## config.mk

```make
export PLATFORM = sky130hd
export DESIGN_NAME = contador_seq
export DESIGN_NICKNAME = d
export VERILOG_FILES = /design/src/rtl/contador_pkg.sv /design/src/rtl/updown_cnt4.sv /design/src/rtl/contador_seq.sv
export SDC_FILE = /design/constraint.sdc
export NUM_CORES = 1
export LEC_CHECK = 0
export ABC_CLOCK_PERIOD_IN_PS = 7620
export CORE_ASPECT_RATIO = 0.9
export CORE_MARGIN = 2
export CORE_UTILIZATION = 59
export DETAILED_ROUTE_END_ITERATION = 6
export PLACE_DENSITY_LB_ADDON = 0.12
export RECOVER_POWER = 25
export SYNTH_ARGS = -nofsm -noshare
export SYNTH_HDL_FRONTEND = slang
export SYNTH_HIERARCHICAL = 1
export SYNTH_SLANG_ARGS = --single-unit
```

## constraint.sdc

```tcl
create_clock -name clock -period 7.62 [get_ports clock]
set_clock_uncertainty 0.15 [all_clocks]
set_input_delay 1.524 -clock clock [delete_from_list [all_inputs] [get_ports clock]]
set_output_delay 1.524 -clock clock [all_outputs]
set_load 0.005 [all_outputs]
```

## src/rtl/contador_pkg.sv

```systemverilog
// contador_pkg: shared types and constants for the contador_seq counter.
//   state_t  : FSM states of contador_seq
//   mode_t   : run modes (bounce, up-wrap, down-wrap, code 11 behaves as bounce)
//   CNT_W    : counter / endpoint / sweep width
//   CNT_ONE  : width-matched constant one for step arithmetic
package contador_pkg;

    localparam int CNT_W = 4;
    localparam logic [CNT_W-1:0] CNT_ONE = CNT_W'(1);

    typedef enum logic [2:0] {
        ST_IDLE    = 3'd0,
        ST_UP      = 3'd1,
        ST_HOLD_HI = 3'd2,
        ST_DOWN    = 3'd3,
        ST_HOLD_LO = 3'd4
    } state_t;

    typedef enum logic [1:0] {
        MODE_BOUNCE     = 2'b00,
        MODE_UP_WRAP    = 2'b01,
        MODE_DOWN_WRAP  = 2'b10,
        MODE_BOUNCE_ALT = 2'b11
    } mode_t;

endpackage

```

## src/rtl/updown_cnt4.sv

```systemverilog
// updown_cnt4: loadable up/down counter, the datapath of contador_seq.
// Ports:
//   clock    in  rising-edge clock
//   clear_n  in  async active-low clear (s -> 0)
//   load     in  load load_val into s (has priority over en)
//   load_val in  value to load
//   en       in  step s by one this edge
//   dir      in  step direction: 0 increment, 1 decrement
//   s        out counter value
module updown_cnt4
    import contador_pkg::*;
(
    input  logic             clock,
    input  logic             clear_n,
    input  logic             load,
    input  logic [CNT_W-1:0] load_val,
    input  logic             en,
    input  logic             dir,
    output logic [CNT_W-1:0] s
);

    always_ff @(posedge clock or negedge clear_n) begin
        if (!clear_n) begin
            s <= '0;
        end else if (load) begin
            s <= load_val;
        end else if (en) begin
            s <= dir ? (s - CNT_ONE) : (s + CNT_ONE);
        end
    end

endmodule

```

## src/rtl/contador_seq.sv

```systemverilog
// contador_seq: sequencing counter sweeping s between latched endpoints lo..hi
// in bounce, up-wrap or down-wrap mode, finishing after a programmed number of
// endpoint arrivals (sweeps; 0 = run until stop).
// Build option: CONTADOR_SEQ_HOLD_EN adds HOLD_HI/HOLD_LO, so in bounce mode
// the endpoint is repeated for one cycle before reversing.
// Ports:
//   clock     in  rising-edge clock
//   clear_n   in  async active-low reset
//   start     in  level request to begin a run, sampled only in IDLE
//   stop      in  abort request, sampled in any run state
//   mode      in  00 bounce, 01 up-wrap, 10 down-wrap, 11 bounce
//   lo, hi    in  endpoints, latched when a start is accepted (needs lo < hi)
//   sweeps    in  endpoint arrivals before done, latched at start
//   s         out counter value
//   dir       out 0 counting up, 1 counting down
//   busy      out high in any run state
//   done      out one-cycle pulse at run completion
//   err       out one-cycle pulse when a start is rejected (lo >= hi)
//   dbg_state out current FSM state
module contador_seq
    import contador_pkg::*;
(
    input  logic             clock,
    input  logic             clear_n,
    input  logic             start,
    input  logic             stop,
    input  logic [1:0]       mode,
    input  logic [CNT_W-1:0] lo,
    input  logic [CNT_W-1:0] hi,
    input  logic [CNT_W-1:0] sweeps,
    output logic [CNT_W-1:0] s,
    output logic             dir,
    output logic             busy,
    output logic             done,
    output logic             err,
    output logic [2:0]       dbg_state
);

    state_t           state, state_n;
    mode_t            mode_q, mode_n;
    logic [CNT_W-1:0] lo_q, lo_n, hi_q, hi_n, sweeps_q, sweeps_n;
    logic [CNT_W-1:0] sweep_cnt, cnt_n;
    logic             dir_n, done_n, err_n;
    logic             load, en, arrive, is_wrap;
    logic [CNT_W-1:0] load_val, s_inc, s_dec;

    updown_cnt4 u_dp (
        .clock    (clock),
        .clear_n  (clear_n),
        .load     (load),
        .load_val (load_val),
        .en       (en),
        .dir      (dir),
        .s        (s)
    );

    assign s_inc     = s + CNT_ONE;
    assign s_dec     = s - CNT_ONE;
    assign is_wrap   = (mode_q == MODE_UP_WRAP) || (mode_q == MODE_DOWN_WRAP);
    assign busy      = (state != ST_IDLE);
    assign dbg_state = state;

    always_ff @(posedge clock or negedge clear_n) begin
        if (!clear_n) begin
            state     <= ST_IDLE;
            mode_q    <= MODE_BOUNCE;
            lo_q      <= '0;
            hi_q      <= '0;
            sweeps_q  <= '0;
            sweep_cnt <= '0;
            dir       <= 1'b0;
            done      <= 1'b0;
            err       <= 1'b0;
        end else begin
            state     <= state_n;
            mode_q    <= mode_n;
            lo_q      <= lo_n;
            hi_q      <= hi_n;
            sweeps_q  <= sweeps_n;
            sweep_cnt <= cnt_n;
            dir       <= dir_n;
            done      <= done_n;
            err       <= err_n;
        end
    end

    always_comb begin
        state_n  = state;
        mode_n   = mode_q;
        lo_n     = lo_q;
        hi_n     = hi_q;
        sweeps_n = sweeps_q;
        cnt_n    = sweep_cnt;
        dir_n    = dir;
        done_n   = 1'b0;
        err_n    = 1'b0;
        load     = 1'b0;
        load_val = s;
        en       = 1'b0;
        arrive   = 1'b0;

        case (state)
            ST_IDLE: begin
                // start together with stop is ignored entirely.
                if (start && !stop) begin
                    if (lo < hi) begin
                        mode_n   = mode_t'(mode);
                        lo_n     = lo;
                        hi_n     = hi;
                        sweeps_n = sweeps;
                        cnt_n    = '0;
                        load     = 1'b1;
                        if (mode_t'(mode) == MODE_DOWN_WRAP) begin
                            load_val = hi;
                            dir_n    = 1'b1;
                            state_n  = ST_DOWN;
                        end else begin
                            load_val = lo;
                            dir_n    = 1'b0;
                            state_n  = ST_UP;
                        end
                    end else begin
                        err_n = 1'b1;
                    end
                end
            end

            ST_UP: begin
                // Wrap reload is not an arrival; only a step onto hi is.
                if (mode_q == MODE_UP_WRAP && s == hi_q) begin
                    load     = 1'b1;
                    load_val = lo_q;
                end else begin
                    en     = 1'b1;
                    arrive = (s_inc == hi_q);
                end
                if (arrive && !is_wrap) begin
`ifdef CONTADOR_SEQ_HOLD_EN
                    state_n = ST_HOLD_HI;
`else
                    state_n = ST_DOWN;
                    dir_n   = 1'b1;
`endif
                end
            end

            ST_DOWN: begin
                if (mode_q == MODE_DOWN_WRAP && s == lo_q) begin
                    load     = 1'b1;
                    load_val = hi_q;
                end else begin
                    en     = 1'b1;
                    arrive = (s_dec == lo_q);
                end
                if (arrive && !is_wrap) begin
`ifdef CONTADOR_SEQ_HOLD_EN
                    state_n = ST_HOLD_LO;
`else
                    state_n = ST_UP;
                    dir_n   = 1'b0;
`endif
                end
            end

`ifdef CONTADOR_SEQ_HOLD_EN
            ST_HOLD_HI: begin
                state_n = ST_DOWN;
                dir_n   = 1'b1;
            end

            ST_HOLD_LO: begin
                state_n = ST_UP;
                dir_n   = 1'b0;
            end
`endif

            default: state_n = ST_IDLE;
        endcase

        if (arrive) begin
            cnt_n = sweep_cnt + CNT_ONE;
        end

        // Completion beats stop: s still steps onto the endpoint this edge.
        if (arrive && sweeps_q != '0 && cnt_n == sweeps_q) begin
            state_n = ST_IDLE;
            dir_n   = dir;
            done_n  = 1'b1;
        end else if (stop && state != ST_IDLE) begin
            state_n = ST_IDLE;
            dir_n   = dir;
            cnt_n   = sweep_cnt;
            load    = 1'b0;
            en      = 1'b0;
        end
    end

endmodule

```

==> out/qor.txt <==
setup bufs post-CTS -> 0
area leader, netlist -> dfrtp_1
core box area -> 3330 um^2
Die H -> 59.7 um
Seq/Total Area, Yosys -> 0.332
total number of vias -> 1759
vias in the first global route -> 1610
Synth Register Bits -> 27
Rel. slew slack -> 0.0336
CTS clk-pin slew, worst paths -> 0.09 ns
PnR worst setup slack -> 2.47 ns
final setup fails -> 0
Fin Setup TNS -> 0 ns
Post-CTS Hold Fix Bufs -> 0
nets@finish -> 297
initial antenna violation count -> 0
first-pass GRT wire length -> 7.47 mm
Net Count, Synth -> 272
CP Cell Sequence -> clkdlybuf4s50_1 > inv_1 > ha_1 > o211ai_1 > o211ai_1 > or2_2 > nand2_1 > mux2i_1 > mux2i_2 > o21ai_1 > and2_1 > or3b_1 > a221o_1 > nand3_1
Congestion Overflow GR -> 0
Post-DP HPWL -> 3.39 mm
Async SR Flop Fraction -> 1.00
Critical Path AT -> 5.21 ns
crit end category -> flop
Final min period -> 5.15 ns
Total Wirelength -> 4.37 mm
initial core utilization -> 0.612
Ys Warns -> 6
crit-path max cell delay -> 0.45 ns
EDFF count, synth -> 0
Post-Syn Instances -> 243
top_reg_cell synth -> dfrtp_1
share of cells above drive strength 1 -> 0.0562
P&R area growth vs syn -> 16.4%
1st-iter DRT viols -> 94
Top delay family on crit path -> simple AND/OR/NAND/NOR gates
Min-Delay Path Class -> reg2reg
CTS Sinks -> 27
Worst-Margin Slew -> 1.45 ns
Clock Tree Buf Depth -> 2
area share of the largest cell type after synthesis -> 0.332
die area -> 3940 um^2
port bufs -> 27
WP buf/inv -> 2
gr usage total -> 0.248
Max Slew Vio Count -> 0
count leader, synth -> nand2_1
drt wl/cell -> 14.1 um
unrepaired setup endpoints after global routing -> no
Num CTS Buffers -> 3
clock root buffer -> clkbuf_8
synth cell count leaders -> nand2_1 (46), dfrtp_1 (27), inv_1 (16), nor2_1 (16), o21ai_0 (16)
CP Data Required Time -> 7.68 ns
drt pass-1 iters -> 4
CP dominant cell by count -> o211ai_1
final number of hold-violating endpoints -> 0
synth unique cells -> 57
critical-path maximum fanout -> 17
highest clock rate -> 194 MHz
Worst VDD drop -> 0.174 mV
die width -> 65.9 um
Syn Area/Cell -> 8.38 um^2
Antenna Cells -> 0
row cnt -> 20
Setup crit start kind -> primary input
worst-skew pair later-pin latency -> 0.28 ns
post-cts resize count -> 0
Tcrit/Tclk final -> 0.676
largest cells by area after synthesis -> dfrtp_1 (33%), nand2_1 (8.5%), ha_1 (6.1%)
Core Util, Final -> 0.712
largest net degree at the start of global routing -> 28
I/O pin cnt -> 29
Post-Syn Area -> 2040 um^2
placer congestion estimate -> 0.885
H-tree Lvls -> 1
Crit-path slowest cell -> clkdlybuf4s50_1
vias per inst -> 5.66
max-cap violation count -> 0
P per Cell Area -> 375 nW/um^2
CTS tree -> built
Post-DRT Antenna Nets -> 0
CP Class -> in2reg
Lkg Pwr -> 1.07 nW
run status -> finished, final reports clean
pre-CTS WS -> 2.22 ns
drt drc -> 0
-- layout by cell type, fill, tap and decap left out, types with 3 or more instances in the layout --
master | Yosys | final
xor2_1 | 9 | 9
nand2b_1 | 3 | 3
ha_1 | 10 | 10
a222oi_1 | 4 | 4
nor2_1 | 16 | 16
o21ai_1 | 6 | 6
nor3_1 | 6 | 6
nor2b_1 | 5 | 5
clkdlybuf4s50_1 | 0 | 26
o211ai_1 | 4 | 4
xnor2_1 | 7 | 7
dfrtp_1 | 27 | 27
a21oi_1 | 3 | 3
nand3_1 | 7 | 7
clkbuf_8 | 0 | 3
nand2_1 | 46 | 46
inv_1 | 16 | 16
o21ai_0 | 16 | 16
-- kinds of logic after synthesis --
family                   Yosys count  synth area share
AO/OA/AOI/OAI                     49             0.160
XOR/XNOR                          17            0.0799
adder cells (fa/ha/maj)           11            0.0713
buffers and inverters             25            0.0547
flip-flops                        27             0.332
multiplexers                       5            0.0276
other                              1           0.00184
AND/OR/NAND/NOR                  108             0.273
-- worst paths after layout --
check	start	to	slack, ns	cells after the start
worst min register to register	sweeps_q[1]$_DFFE_PN0P_	sweeps_q[1]$_DFFE_PN0P_	0.38	2
min in group asynchronous	clear_n	lo_q[1]$_DFFE_PN0P_	1.95	2
worst min-delay path	sweeps_q[1]$_DFFE_PN0P_	sweeps_q[1]$_DFFE_PN0P_	0.38	2
max in group asynchronous	clear_n	dbg_state[0]$_DFFE_PN0P_	4.52	2
worst max-delay path	hi[3]	u_dp/s[3]$_DFFE_PN0P_	2.47	14
worst max register to register	u_dp/s[0]$_DFFE_PN0P_	u_dp/s[3]$_DFFE_PN0P_	3.66	13
-- metrics by stage --
step | total power [mW] | std cells | hold slack [ns] | instance area, um^2
2_1_floorplan | 0.665 | 243 | 0.319 | 2040
3_3_place_gp | 0.790 | 307 | 0.356 | 2330
3_5_place_dp | 0.802 | 307 | 0.357 | 2330
4_1_cts | 0.887 | 311 | 0.382 | 2370
5_1_grt | 0.969 | 311 | 0.414 | 2370
6_report | 0.890 | 311 | 0.379 | 2370
-- sequential cells by signal, indices dropped and copies added, names as in the netlist --
register	count
hi_q	4
err	1
lo_q	4
u_dp/s	4
dbg_state	2
mode_q	2
done	1
dir	1
sweep_cnt	4
sweeps_q	4
-- report_power, final --
group	total, mW	internal, mW	switching (mW)
registers	0.306	0.206	0.0998
clock network	0.0846	0.0372	0.0474
logic	0.500	0.241	0.258
-- worst register-to-register path, cell delays in order, from the launching register on --
cell and delay, ns:
dfrtp_1 0.61, inv_1 0.11, ha_1 0.35, xor2_1 0.15, nand2_1 0.16, nor4_1 0.08, a31oi_1 0.28, mux2i_1 0.29
mux2i_2 0.39, o21ai_1 0.21, and2_1 0.30, or3b_1 0.40, a221o_1 0.33, nand3_1 0.09
-- per-layer routing --
| layer | GRT usage | routed length, um | up-vias |
|---|---|---|---|
| li1 | - | - | 895 |
| met1 | 0.372 | 2230 | 817 |
| met2 | 0.384 | 1950 | 41 |
| met3 | 0.0320 | 151 | 6 |
| met4 | 0.0554 | 46 | 0 |
| met5 | 0 | 0 | - |
-- final cells by class --
| type | count | area, um^2 |
|---|---|---|
| Multi-Input combinational cell | 191 | 1250 |
| Fill cell | 259 | 957 |
| Sequential cell | 27 | 676 |
| Timing Repair Buffer | 29 | 282 |
| Inverter | 16 | 60.1 |
| Tap cell | 44 | 55.1 |
| Clock buffer | 3 | 41.3 |
| Clock inverter | 1 | 7.51 |
Note: power is estimated with default switching activity, not from simulation.
